File: src/rtl/seven_seg_scan_driver_if.sv
// User-side / pin-side bundle for the seven-segment scan driver.
// master = user logic driving the display data, slave = the driver itself.
interface seven_seg_scan_driver_if #(
  parameter int NUM_DIGITS = 8
);
  logic                    load;
  logic [4*NUM_DIGITS-1:0] digits_in;
  logic [NUM_DIGITS-1:0]   dp_in;
  logic [NUM_DIGITS-1:0]   en_in;
  logic                    lz_suppress;
  logic [NUM_DIGITS-1:0]   anode;
  logic [6:0]              seg;
  logic                    dp_out;
  logic                    update_pend;
  logic                    frame_done;

  modport master (
    output load, digits_in, dp_in, en_in, lz_suppress,
    input  anode, seg, dp_out, update_pend, frame_done
  );

  modport slave (
    input  load, digits_in, dp_in, en_in, lz_suppress,
    output anode, seg, dp_out, update_pend, frame_done
  );
endinterface

File: src/rtl/seven_seg_scan_driver.sv
// Time-multiplexed seven-segment scanner with double-buffered digit data,
// per-digit enable, leading-zero suppression and an anti-ghosting blank interval.
//
// state    | meaning
// ST_BLANK | start of a digit slot, every anode off
// ST_SHOW  | selected anode on, segments show the current digit
module seven_seg_scan_driver #(
  parameter int NUM_DIGITS     = 8,
  parameter int CLK_DIV        = 100000,
  parameter int BLANK_CYCLES   = 16,
  parameter int SEG_ACTIVE_LOW = 1,
  parameter int AN_ACTIVE_LOW  = 1
) (
  input logic                   clk,
  input logic                   rst_n,
  seven_seg_scan_driver_if.slave bus
);
  localparam int DIV_W = $clog2(CLK_DIV);
  localparam int IDX_W = (NUM_DIGITS > 1) ? $clog2(NUM_DIGITS) : 1;
  localparam logic [DIV_W-1:0] DIV_LAST   = DIV_W'(CLK_DIV - 1);
  localparam logic [DIV_W-1:0] BLANK_LAST = DIV_W'((BLANK_CYCLES > 0) ? BLANK_CYCLES - 1 : 0);
  localparam logic [IDX_W-1:0] IDX_LAST   = IDX_W'(NUM_DIGITS - 1);
  localparam logic [NUM_DIGITS-1:0] AN_OFF = (AN_ACTIVE_LOW != 0) ? '1 : '0;
  localparam logic [6:0] SEG_OFF = (SEG_ACTIVE_LOW != 0) ? 7'h7F : 7'h00;
  localparam logic       DP_OFF  = (SEG_ACTIVE_LOW != 0);

  typedef enum logic {ST_BLANK, ST_SHOW} state_t;

  state_t                  state_q;
  logic [DIV_W-1:0]        div_q;
  logic [IDX_W-1:0]        idx_q;
  logic [4*NUM_DIGITS-1:0] disp_code_q, pend_code_q;
  logic [NUM_DIGITS-1:0]   disp_dp_q, pend_dp_q, disp_en_q, pend_en_q;
  logic                    update_pend_q, frame_done_q;
  logic [NUM_DIGITS-1:0]   anode_q;
  logic [6:0]              seg_q;
  logic                    dp_q;

  logic                    slot_end, boundary;
  logic [3:0]              cur_code;
  logic [6:0]              lit_d;
  logic                    dp_lit;
  logic [NUM_DIGITS-1:0]   sel;
  logic [NUM_DIGITS-1:0]   lz_blank;
  logic                    zero_run;

  function automatic logic [6:0] decode(input logic [3:0] code);
    case (code)
      4'h0: decode = 7'b1111110;
      4'h1: decode = 7'b0110000;
      4'h2: decode = 7'b1101101;
      4'h3: decode = 7'b1111001;
      4'h4: decode = 7'b0110011;
      4'h5: decode = 7'b1011011;
      4'h6: decode = 7'b1011111;
      4'h7: decode = 7'b1110000;
      4'h8: decode = 7'b1111111;
      4'h9: decode = 7'b1110011;
      4'hA: decode = 7'b0000001;
      4'hB: decode = 7'b0111110;
      default: decode = 7'b0000000;
    endcase
  endfunction

  assign slot_end = (div_q == DIV_LAST);
  assign boundary = slot_end && (idx_q == IDX_LAST);
  assign cur_code = disp_code_q[{idx_q, 2'b00} +: 4];

  // A digit is a leading zero when it and every digit to its left hold code 0.
  always_comb begin
    zero_run = 1'b1;
    lz_blank = '0;
    for (int k = NUM_DIGITS - 1; k >= 0; k--) begin
      zero_run    = zero_run && (disp_code_q[4*k +: 4] == 4'h0);
      lz_blank[k] = zero_run && (k != 0);
    end
  end

  always_comb begin
    lit_d = decode(cur_code);
    if (!disp_en_q[idx_q] || (bus.lz_suppress && lz_blank[idx_q])) lit_d = '0;
    dp_lit = disp_dp_q[idx_q] & disp_en_q[idx_q];
    sel = '0;
    sel[idx_q] = 1'b1;
  end

  always_ff @(posedge clk or negedge rst_n) begin
    if (!rst_n) begin
      state_q       <= ST_BLANK;
      div_q         <= '0;
      idx_q         <= '0;
      disp_code_q   <= '1;
      pend_code_q   <= '1;
      disp_dp_q     <= '0;
      pend_dp_q     <= '0;
      disp_en_q     <= '0;
      pend_en_q     <= '0;
      update_pend_q <= 1'b0;
      frame_done_q  <= 1'b0;
      anode_q       <= AN_OFF;
      seg_q         <= SEG_OFF;
      dp_q          <= DP_OFF;
    end else begin
      div_q        <= slot_end ? '0 : div_q + 1'b1;
      frame_done_q <= boundary;
      if (slot_end) idx_q <= (idx_q == IDX_LAST) ? '0 : idx_q + 1'b1;

      case (state_q)
        ST_BLANK: if (BLANK_CYCLES == 0 || div_q == BLANK_LAST) state_q <= ST_SHOW;
        ST_SHOW:  if (slot_end && BLANK_CYCLES != 0) state_q <= ST_BLANK;
        default:  state_q <= ST_BLANK;
      endcase

      // A load landing on the boundary bypasses the pending buffer entirely.
      if (boundary) begin
        if (bus.load) begin
          disp_code_q <= bus.digits_in;
          disp_dp_q   <= bus.dp_in;
          disp_en_q   <= bus.en_in;
        end else if (update_pend_q) begin
          disp_code_q <= pend_code_q;
          disp_dp_q   <= pend_dp_q;
          disp_en_q   <= pend_en_q;
        end
        update_pend_q <= 1'b0;
      end else if (bus.load) begin
        pend_code_q   <= bus.digits_in;
        pend_dp_q     <= bus.dp_in;
        pend_en_q     <= bus.en_in;
        update_pend_q <= 1'b1;
      end

      if (state_q == ST_SHOW) begin
        anode_q <= sel ^ AN_OFF;
        seg_q   <= lit_d ^ SEG_OFF;
        dp_q    <= dp_lit ^ DP_OFF;
      end else begin
        anode_q <= AN_OFF;
        seg_q   <= SEG_OFF;
        dp_q    <= DP_OFF;
      end
    end
  end

  assign bus.anode       = anode_q;
  assign bus.seg         = seg_q;
  assign bus.dp_out      = dp_q;
  assign bus.update_pend = update_pend_q;
  assign bus.frame_done  = frame_done_q;
endmodule

File: src/flat_wrapper.sv
// flat-port wrapper written by rule: the top's interface ports become plain ports
module seven_seg_scan_driver_flat 
#(
  parameter int NUM_DIGITS     = 8,
  parameter int CLK_DIV        = 100000,
  parameter int BLANK_CYCLES   = 16,
  parameter int SEG_ACTIVE_LOW = 1,
  parameter int AN_ACTIVE_LOW  = 1
)
  (clk, rst_n, bus_load, bus_digits_in, bus_dp_in, bus_en_in, bus_lz_suppress, bus_anode, bus_seg, bus_dp_out, bus_update_pend, bus_frame_done);
  seven_seg_scan_driver_if #(.NUM_DIGITS(NUM_DIGITS)) bus_i ();
  input logic clk;
  input logic rst_n;
  input wire logic [$bits(bus_i.load)-1:0] bus_load;
  input wire logic [$bits(bus_i.digits_in)-1:0] bus_digits_in;
  input wire logic [$bits(bus_i.dp_in)-1:0] bus_dp_in;
  input wire logic [$bits(bus_i.en_in)-1:0] bus_en_in;
  input wire logic [$bits(bus_i.lz_suppress)-1:0] bus_lz_suppress;
  output wire logic [$bits(bus_i.anode)-1:0] bus_anode;
  output wire logic [$bits(bus_i.seg)-1:0] bus_seg;
  output wire logic [$bits(bus_i.dp_out)-1:0] bus_dp_out;
  output wire logic [$bits(bus_i.update_pend)-1:0] bus_update_pend;
  output wire logic [$bits(bus_i.frame_done)-1:0] bus_frame_done;
  assign bus_i.load = bus_load;
  assign bus_i.digits_in = bus_digits_in;
  assign bus_i.dp_in = bus_dp_in;
  assign bus_i.en_in = bus_en_in;
  assign bus_i.lz_suppress = bus_lz_suppress;
  assign bus_anode = bus_i.anode;
  assign bus_seg = bus_i.seg;
  assign bus_dp_out = bus_i.dp_out;
  assign bus_update_pend = bus_i.update_pend;
  assign bus_frame_done = bus_i.frame_done;
  seven_seg_scan_driver #(.NUM_DIGITS(NUM_DIGITS), .CLK_DIV(CLK_DIV), .BLANK_CYCLES(BLANK_CYCLES), .SEG_ACTIVE_LOW(SEG_ACTIVE_LOW), .AN_ACTIVE_LOW(AN_ACTIVE_LOW)) u_core (.clk(clk), .rst_n(rst_n), .bus(bus_i));
endmodule
File: config.mk
export PLATFORM = sky130hd
export DESIGN_NAME = seven_seg_scan_driver_flat
export DESIGN_NICKNAME = d
export VERILOG_FILES = /design/src/rtl/seven_seg_scan_driver_if.sv /design/src/rtl/seven_seg_scan_driver.sv /design/src/flat_wrapper.sv
export SDC_FILE = /design/constraint.sdc
export NUM_CORES = 1
export LEC_CHECK = 0
export BUFFER_PORTS_ARGS = -buffer_cell sky130_fd_sc_hd__buf_2
export CAP_MARGIN = 40
export CORE_UTILIZATION = 60
export DETAILED_ROUTE_END_ITERATION = 12
export GPL_TIMING_DRIVEN = 0
export PLACE_DENSITY = 0.88
export SLEW_MARGIN = 20
export SYNTH_ARGS = -nofsm -noshare
export SYNTH_HDL_FRONTEND = slang
export SYNTH_SLANG_ARGS = --single-unit
File: constraint.sdc
create_clock -name clk -period 4.9 [get_ports clk]
set_input_delay 1.47 -clock clk [delete_from_list [all_inputs] [get_ports clk]]
set_output_delay 1.47 -clock clk [all_outputs]
set_load 0.01 [all_outputs]
==> impl_metrics.csv, run 1 <==
group,metric,value,unit
run_status,status,"complete, no violations",
synthesis,synth_ff_type,"dfstp_2",
layout,fin_util,73.3,%
route,first_pass_iters,4,
timing,clock.fmax,369,MHz
die,pin_count,70,
power,ir_drop,0.336,mV
layout,drive_above_1_share,63.3,%
synthesis,muxShareOfSynthArea,31.7,%
cts,cts_setup_buffers,0,
synthesis,syn-cell-area,0.00657,sq mm
synthesis,synth_cell_types,42,
route,vias,4059,
synthesis,syn_nets,522,
die,die_y,107,microns
timing,rsz0062_at_grt,"no",
job,max-cap-violations,0,
timing,fin_crit_sh,55.2,%
layout,layout.nets,611,
worst_setup_path,endpoint_kind,"register",
route,drc_errors,0,
cts,clockBufferDepth,2,
worst_setup_path,slowest_stage,"mux2i_1",
hold_path,hp-class,"register to register",
synthesis,synth-seq-cells,135,
timing,hold_viol,0,
cts,worst_skew_pair.late_latency,0.53,ns
synthesis,synth_top_cell_by_area,"dfstp_2",
synthesis,synthTopCellsByArea,"dfstp_2 (32%), mux2_2 (21%), dfrtp_1 (21%), mux2_4 (5.0%), mux4_2 (4.1%)",
layout,mostFrequentLayoutCells,"mux2_2 (124), dfstp_2 (80), buf_2 (76), dfrtp_1 (55), mux2_4 (22)",
synthesis,ys_warn_count,0,
cts,clock_sinks,135,
route,ant_nets,0,
synthesis,syn_area_per_cell,14.2,sq um
cts,cts_max_level,4,
synthesis,seq_area_frac_synth,53.0,%
timing,slew_viol_final,0,
layout,n_fill_cell,691,
synthesis,synthCells,462,
power,leakage,3.36,nW
grt,grt_pass1_wl,21700,microns
power,p_sw_share,21.4,%
layout,area.sequential,0.00348,sq mm
layout,layout_commonest_cell,"mux2_2",
layout,area_delta_synth_final,16.8,%
synthesis,synthArstFlopShare,100,%
timing,skew,0.00698,ns
timing,post-route-min-period,2.71,ns
timing,fin_setup_tns,0,ns
die,core,0.0105,sq mm
timing,worst_slew_margin_rel,41.2,%
synthesis,synth-edff-count,0,
power,switching_power,0.000549,W
worst_setup_path,cp_max_fo,10,
timing,worstMarginPinSlew,0.880,ns
cts,root_buffer,"clkbuf_8",
cts,cts_buffers,17,
grt,grt_pass1_vias,4269,
synthesis,synth.top_cell.area_share,32.0,%
worst_setup_path,start_kind,"register",
worst_setup_path,critPathMaxStageDelay,0.53,ns
cts,hold_buffers,0,
route,drt_wl_total,12900,microns
synthesis,synth_xor_area_share,2.13,%
layout,multi_input_area,0.00291,sq mm
synthesis,synth_top_family_by_area,"multiplexers",
die,die_area,0.0114,sq mm
synthesis,synthAdderAreaFrac,1.52,%
worst_setup_path,worst-setup-path-type,"register to register",
cts,cts_tree,"yes",
layout,stdcell_count,700,
grt,globalRouteOverflowTotal,0,
power,comb_power_share,6.5,%
power,power.share.clock,46.8,%
die,die_w,107,microns
synthesis,yosys.area_share.simple,7.18,%
worst_setup_path,cp_data_arrival_time,3.13,ns
route,vias_per_cell,5.80,
worst_setup_path,cp_cell_sequence,"buf_2 -> clkbuf_1 -> mux2i_1 -> ha_1 -> mux2_4 -> o22ai_1 -> nand3_1",
power,power_frac_seq,46.7,%
place,dp.cells,668,
place,io_buffers,69,
die,rows,37,
grt,grt_usage,25.4,%
timing,setup_viol,0,
power,intPower,0.00201,W
power,power_density,334,mW/mm^2
grt,antenna_found_initial,0,
route,drt_first_iter_violations,148,
worst_setup_path,cp.required,5.32,ns
route,drt-wirelength-per-cell,18.5,microns
cts,ctsResizeCount,0,
grt,grt_max_degree,84,
die,initial_utilization,62.8,%
place,finalWeightedCongestion,0.871,
place,hpwlAfterDp,9070,microns
cts,path_clk_slew,0.06,ns
synthesis,synth_compound_area_share,1.79,%
layout,antenna_cells,0,
[power by group through the flow]
stage / sequential [W] / combinational, W / clock [W]
6_report: 0.00120 / 0.000166 / 0.00120
5_1_grt: 0.00120 / 0.000182 / 0.00127
4_1_cts: 0.00120 / 0.000169 / 0.00122
3_5_place_dp: 0.00121 / 0.000166 / 0
3_3_place_gp: 0.00121 / 0.000157 / 0
2_1_floorplan: 0.00121 / 0.0000995 / 0
[cells in the mapped netlist (7+ instances only)]
library cell and n:
nand2_1 18, buf_6 7, mux2_2 124, xnor2_1 10
ha_1 8, mux2_4 22, nor2_1 20, nand3_1 18
inv_1 7, dfrtp_1 55, buf_2 8, dfstp_2 80
nor4_1 9, mux4_2 12
[routing by layer]
layer  global-route usage [%]  vias up  part of all wire [%]  wire, microns
li1                         -     1858                     -              -
met3                     7.72       14                   4.9            632
met4                     6.95        0                   1.0            130
met5                        0        -                     0              0
met2                     41.7      121                    51           6600
met1                     32.8     2066                    43           5580
[kinds of logic (layout without fill, tap and decap cells)]
logic type,count (synthesis),count (layout)
muxes,165,165
DFF,135,135
and+or+nand+nor,91,91
buffers and inverters,29,131
AOI/OAI and AO/OA,18,18
xor gates and xnor gates,16,16
adders and majority gates,8,8
[through the flow]
stage	power, W	cell area [sq um]	setup slack, ns	hold WS (ns)
finish	0.00256	7670	2.19	0.484
global route	0.00266	7670	2.03	0.520
CTS	0.00259	7670	2.23	0.483
detailed placement	0.00138	7120	1.73	0.472
global placement	0.00136	7080	0.785	0.471
floorplan	0.00131	6570	2.19	0.455
[path summary, 6_finish.rpt]
| path | cells after the start | endpoint | startpoint | slack [ns] |
|---|---|---|---|---|
| max | 7 | u_core.bus.seg[2]$_DFF_PN1_ | u_core.idx_q[0]$_DFFE_PN0N_ | 2.19 |
| min | 1 | u_core.div_q[0]$_DFF_PN0_ | u_core.div_q[0]$_DFF_PN0_ | 0.48 |
| max reg2reg | 7 | u_core.bus.seg[2]$_DFF_PN1_ | u_core.idx_q[0]$_DFFE_PN0N_ | 2.19 |
| min reg2reg | 1 | u_core.div_q[0]$_DFF_PN0_ | u_core.div_q[0]$_DFF_PN0_ | 0.48 |
| max in group asynchronous | 2 | u_core.pend_code_q[24]$_DFFE_PN1P_ | rst_n | 3.24 |
| min in group asynchronous | 1 | u_core.div_q[15]$_DFF_PN0_ | rst_n | 0.88 |
[registers in the layout, summed over array words and instances, names as in the netlist]
signal	cells
u_core.state_q	1
u_core.bus.update_pend	1
u_core.disp_dp_q	8
u_core.bus.anode	8
u_core.pend_en_q	8
u_core.idx_q	3
u_core.pend_dp_q	8
u_core.bus.dp_out	1
u_core.bus.frame_done	1
u_core.disp_en_q	8
u_core.disp_code_q	32
u_core.pend_code_q	32
u_core.bus.seg	7
u_core.div_q	17
[layout make-up]
type	count	area share (%)
timing repair buffer	70	4.94
multi-input combinational	298	38.0
sequential	135	45.3
clock buffer	22	5.90
inverter	7	0.342
tap	136	2.22
clock inverter	10	1.35
buffer	22	1.94
[critical path: cells and delay by family (launching register included)]
kind	cells	cell delay, ns
fa+ha+maj	1	0.37
buf+inv	2	0.77
flops	1	0.40
compound gates	1	0.15
simple gates	1	0.10
mux	2	0.81
(Power assumes the default switching activity.)
==> inputs of run 2 (changes only) <==
--- a/config.mk
+++ b/config.mk
@@ -7,10 +7,10 @@
 export LEC_CHECK = 0
 export BUFFER_PORTS_ARGS = -buffer_cell sky130_fd_sc_hd__buf_2
 export CAP_MARGIN = 40
-export CORE_UTILIZATION = 60
+export CORE_UTILIZATION = 59
 export DETAILED_ROUTE_END_ITERATION = 12
 export GPL_TIMING_DRIVEN = 0
-export PLACE_DENSITY = 0.88
+export PLACE_DENSITY = 0.87
 export SLEW_MARGIN = 20
 export SYNTH_ARGS = -nofsm -noshare
 export SYNTH_HDL_FRONTEND = slang
==> constraint.sdc (replaced) <==
create_clock -name clk -period 2.8 [get_ports clk]
set_input_delay 0.84 -clock clk [delete_from_list [all_inputs] [get_ports clk]]
set_output_delay 0.84 -clock clk [all_outputs]
set_load 0.01 [all_outputs]
==> run 2 against run 1 <==
  * Clock skew grew 0.0017 ns
  * Sequential share of layout area shrank 0.34 points
  * Via count shrank 0.74%
  * Non-clock buffer count shrank 1
  * Critical path depth is the same
  * Highest routed layer unchanged
==> impl_metrics.csv, run 2 (synthesized netlist as in run 1, its figures left out) <==
group,metric,value,unit
layout,mostFrequentLayoutCells,"mux2_2 (124), dfstp_2 (80), buf_2 (76), dfrtp_1 (55), mux2_4 (22)",
timing,worst_slew_margin_rel,35.9,%
layout,fin_util,71.3,%
place,hpwlAfterDp,9360,microns
timing,post-route-min-period,2.50,ns
power,total_power,0.00466,W
grt,grt_usage,25.9,%
timing,fin_hold_ws,0.248,ns
layout,layout_commonest_cell,"mux2_2",
worst_setup_path,r2r_setup_slack,0.30,ns
worst_setup_path,endpoint_kind,"register",
route,drt_wl_total,13500,microns
timing,rsz0062_at_grt,"no",
route,ant_nets,0,
route,first_pass_iters,4,
die,initial_utilization,60.6,%
timing,fin_crit_sh,89.1,%
place,finalWeightedCongestion,0.858,
cts,path_clk_slew,0.06,ns
die,die_area,0.0116,sq mm
die,pin_count,70,
cts,cts_tree,"yes",
worst_setup_path,r2r_cells,7,
worst_setup_path,worst-setup-path-type,"register to register",
cts,cts_max_level,4,
cts,worst_skew_pair.late_latency,0.53,ns
cts,cts_buffers,17,
layout,drive_above_1_share,63.9,%
timing,hold_viol,0,
worst_setup_path,cp_data_arrival_time,2.90,ns
grt,grt_pass1_wl,22200,microns
run_status,status,"complete, no violations",
die,die_y,108,microns
timing,worstMarginPinSlew,0.959,ns
grt,antenna_found_initial,0,
timing,skew,0.00871,ns
worst_setup_path,cp.required,3.21,ns
die,die_w,108,microns
route,drt_first_iter_violations,177,
route,drc_errors,0,
power,leakage,3.38,nW
worst_setup_path,start_kind,"register",
power,power_density,603,mW/mm^2
cts,hold_buffers,0,
hold_path,hp-class,"input pin to async pin",
layout,antenna_cells,0,
die,core,0.0108,sq mm
layout,reg_top3,"u_core.disp_code_q (32), u_core.pend_code_q (32), u_core.div_q (17)",
cts,clock_sinks,135,
timing,slew_viol_final,0,
layout,area_delta_synth_final,17.7,%
cts,clockBufferDepth,2,
route,vias_per_cell,5.73,
timing,setup_viol,0,
grt,grt_pass1_vias,4420,
grt,globalRouteOverflowTotal,0,
die,rows,38,
power,ir_drop,0.519,mV
route,drt-wirelength-per-cell,19.1,microns
timing,clock.fmax,401,MHz
job,max-cap-violations,0,
route,vias,4029,
place,io_buffers,69,
layout,layout.nets,610,
worst_setup_path,cp_max_fo,9,
cts,root_buffer,"clkbuf_8",
grt,grt_max_degree,86,
## run 2: cell count changes in the layout (fill, tap and decap cells not counted), sizes merged
cell	before	now
clkinv	8	4
clkbuf	26	23
clkinvlp	0	1
inv	7	12
## run 2: where the power goes
group          leakage [nW]  internal (W)  total, W  switching, W
sequential             1.54       0.00206   0.00210     0.0000358
clock                 0.303       0.00141   0.00228      0.000869
combinational          1.54      0.000161  0.000293      0.000132
total                  3.38       0.00363   0.00466       0.00104
## run 2: repair_timing
action | CTS | global route
setup buffers | 0 | 0
setup endpoints to repair | 0 | 4
resized for setup | 0 | 0
## run 2: path summary, 6_finish.rpt
path                                                 endpoint                   startpoint
min                                u_core.div_q[11]$_DFF_PN0_                        rst_n
max in group asynchronous  u_core.pend_code_q[26]$_DFFE_PN1P_                        rst_n
max                               u_core.bus.seg[2]$_DFF_PN1_  u_core.idx_q[1]$_DFFE_PN0N_
min reg2reg                         u_core.div_q[0]$_DFF_PN0_    u_core.div_q[0]$_DFF_PN0_
max reg2reg                       u_core.bus.seg[2]$_DFF_PN1_  u_core.idx_q[1]$_DFFE_PN0N_
min in group clk                    u_core.div_q[0]$_DFF_PN0_    u_core.div_q[0]$_DFF_PN0_
## run 2: cell type report
cell class | count | area (sq um)
plain buffers | 21 | 145
clock buffers | 20 | 478
clock inverters | 12 | 135
fillers | 707 | 3110
inverters | 7 | 26.3
multi-input cells | 298 | 2910
flip-flops and latches | 135 | 3480
well taps | 140 | 175
repair buffers | 70 | 379
## run 2: through the flow
stage / area, sq um / setup TNS (ns) / worst slack, ns / std cells
floorplan: 6570 / 0 / 0.551 / 462
global placement: 7090 / -36.22 / -0.665 / 671
detailed placement: 7120 / 0 / 0.133 / 672
CTS: 7730 / 0 / 0.116 / 704
global route: 7730 / 0 / 0.205 / 703
finish: 7730 / 0 / 0.305 / 703
## run 2: per-layer routing
| metal | GRT usage [%] | share of wire (%) | vias up |
|---|---|---|---|
| li1 | - | - | 1851 |
| met1 | 31.5 | 42 | 2035 |
| met2 | 43.5 | 51 | 117 |
| met3 | 6.84 | 4.1 | 26 |
| met4 | 11.0 | 2.2 | 0 |
| met5 | 0 | 0 | - |
## run 2: critical path: stages, from the launching register on
cell and delay [ns]:
dfrtp_1 0.37, buf_6 0.17, mux4_2 0.52, mux2i_1 0.43, ha_1 0.37, mux2_4 0.29
o22ai_1 0.13, nand3_1 0.10
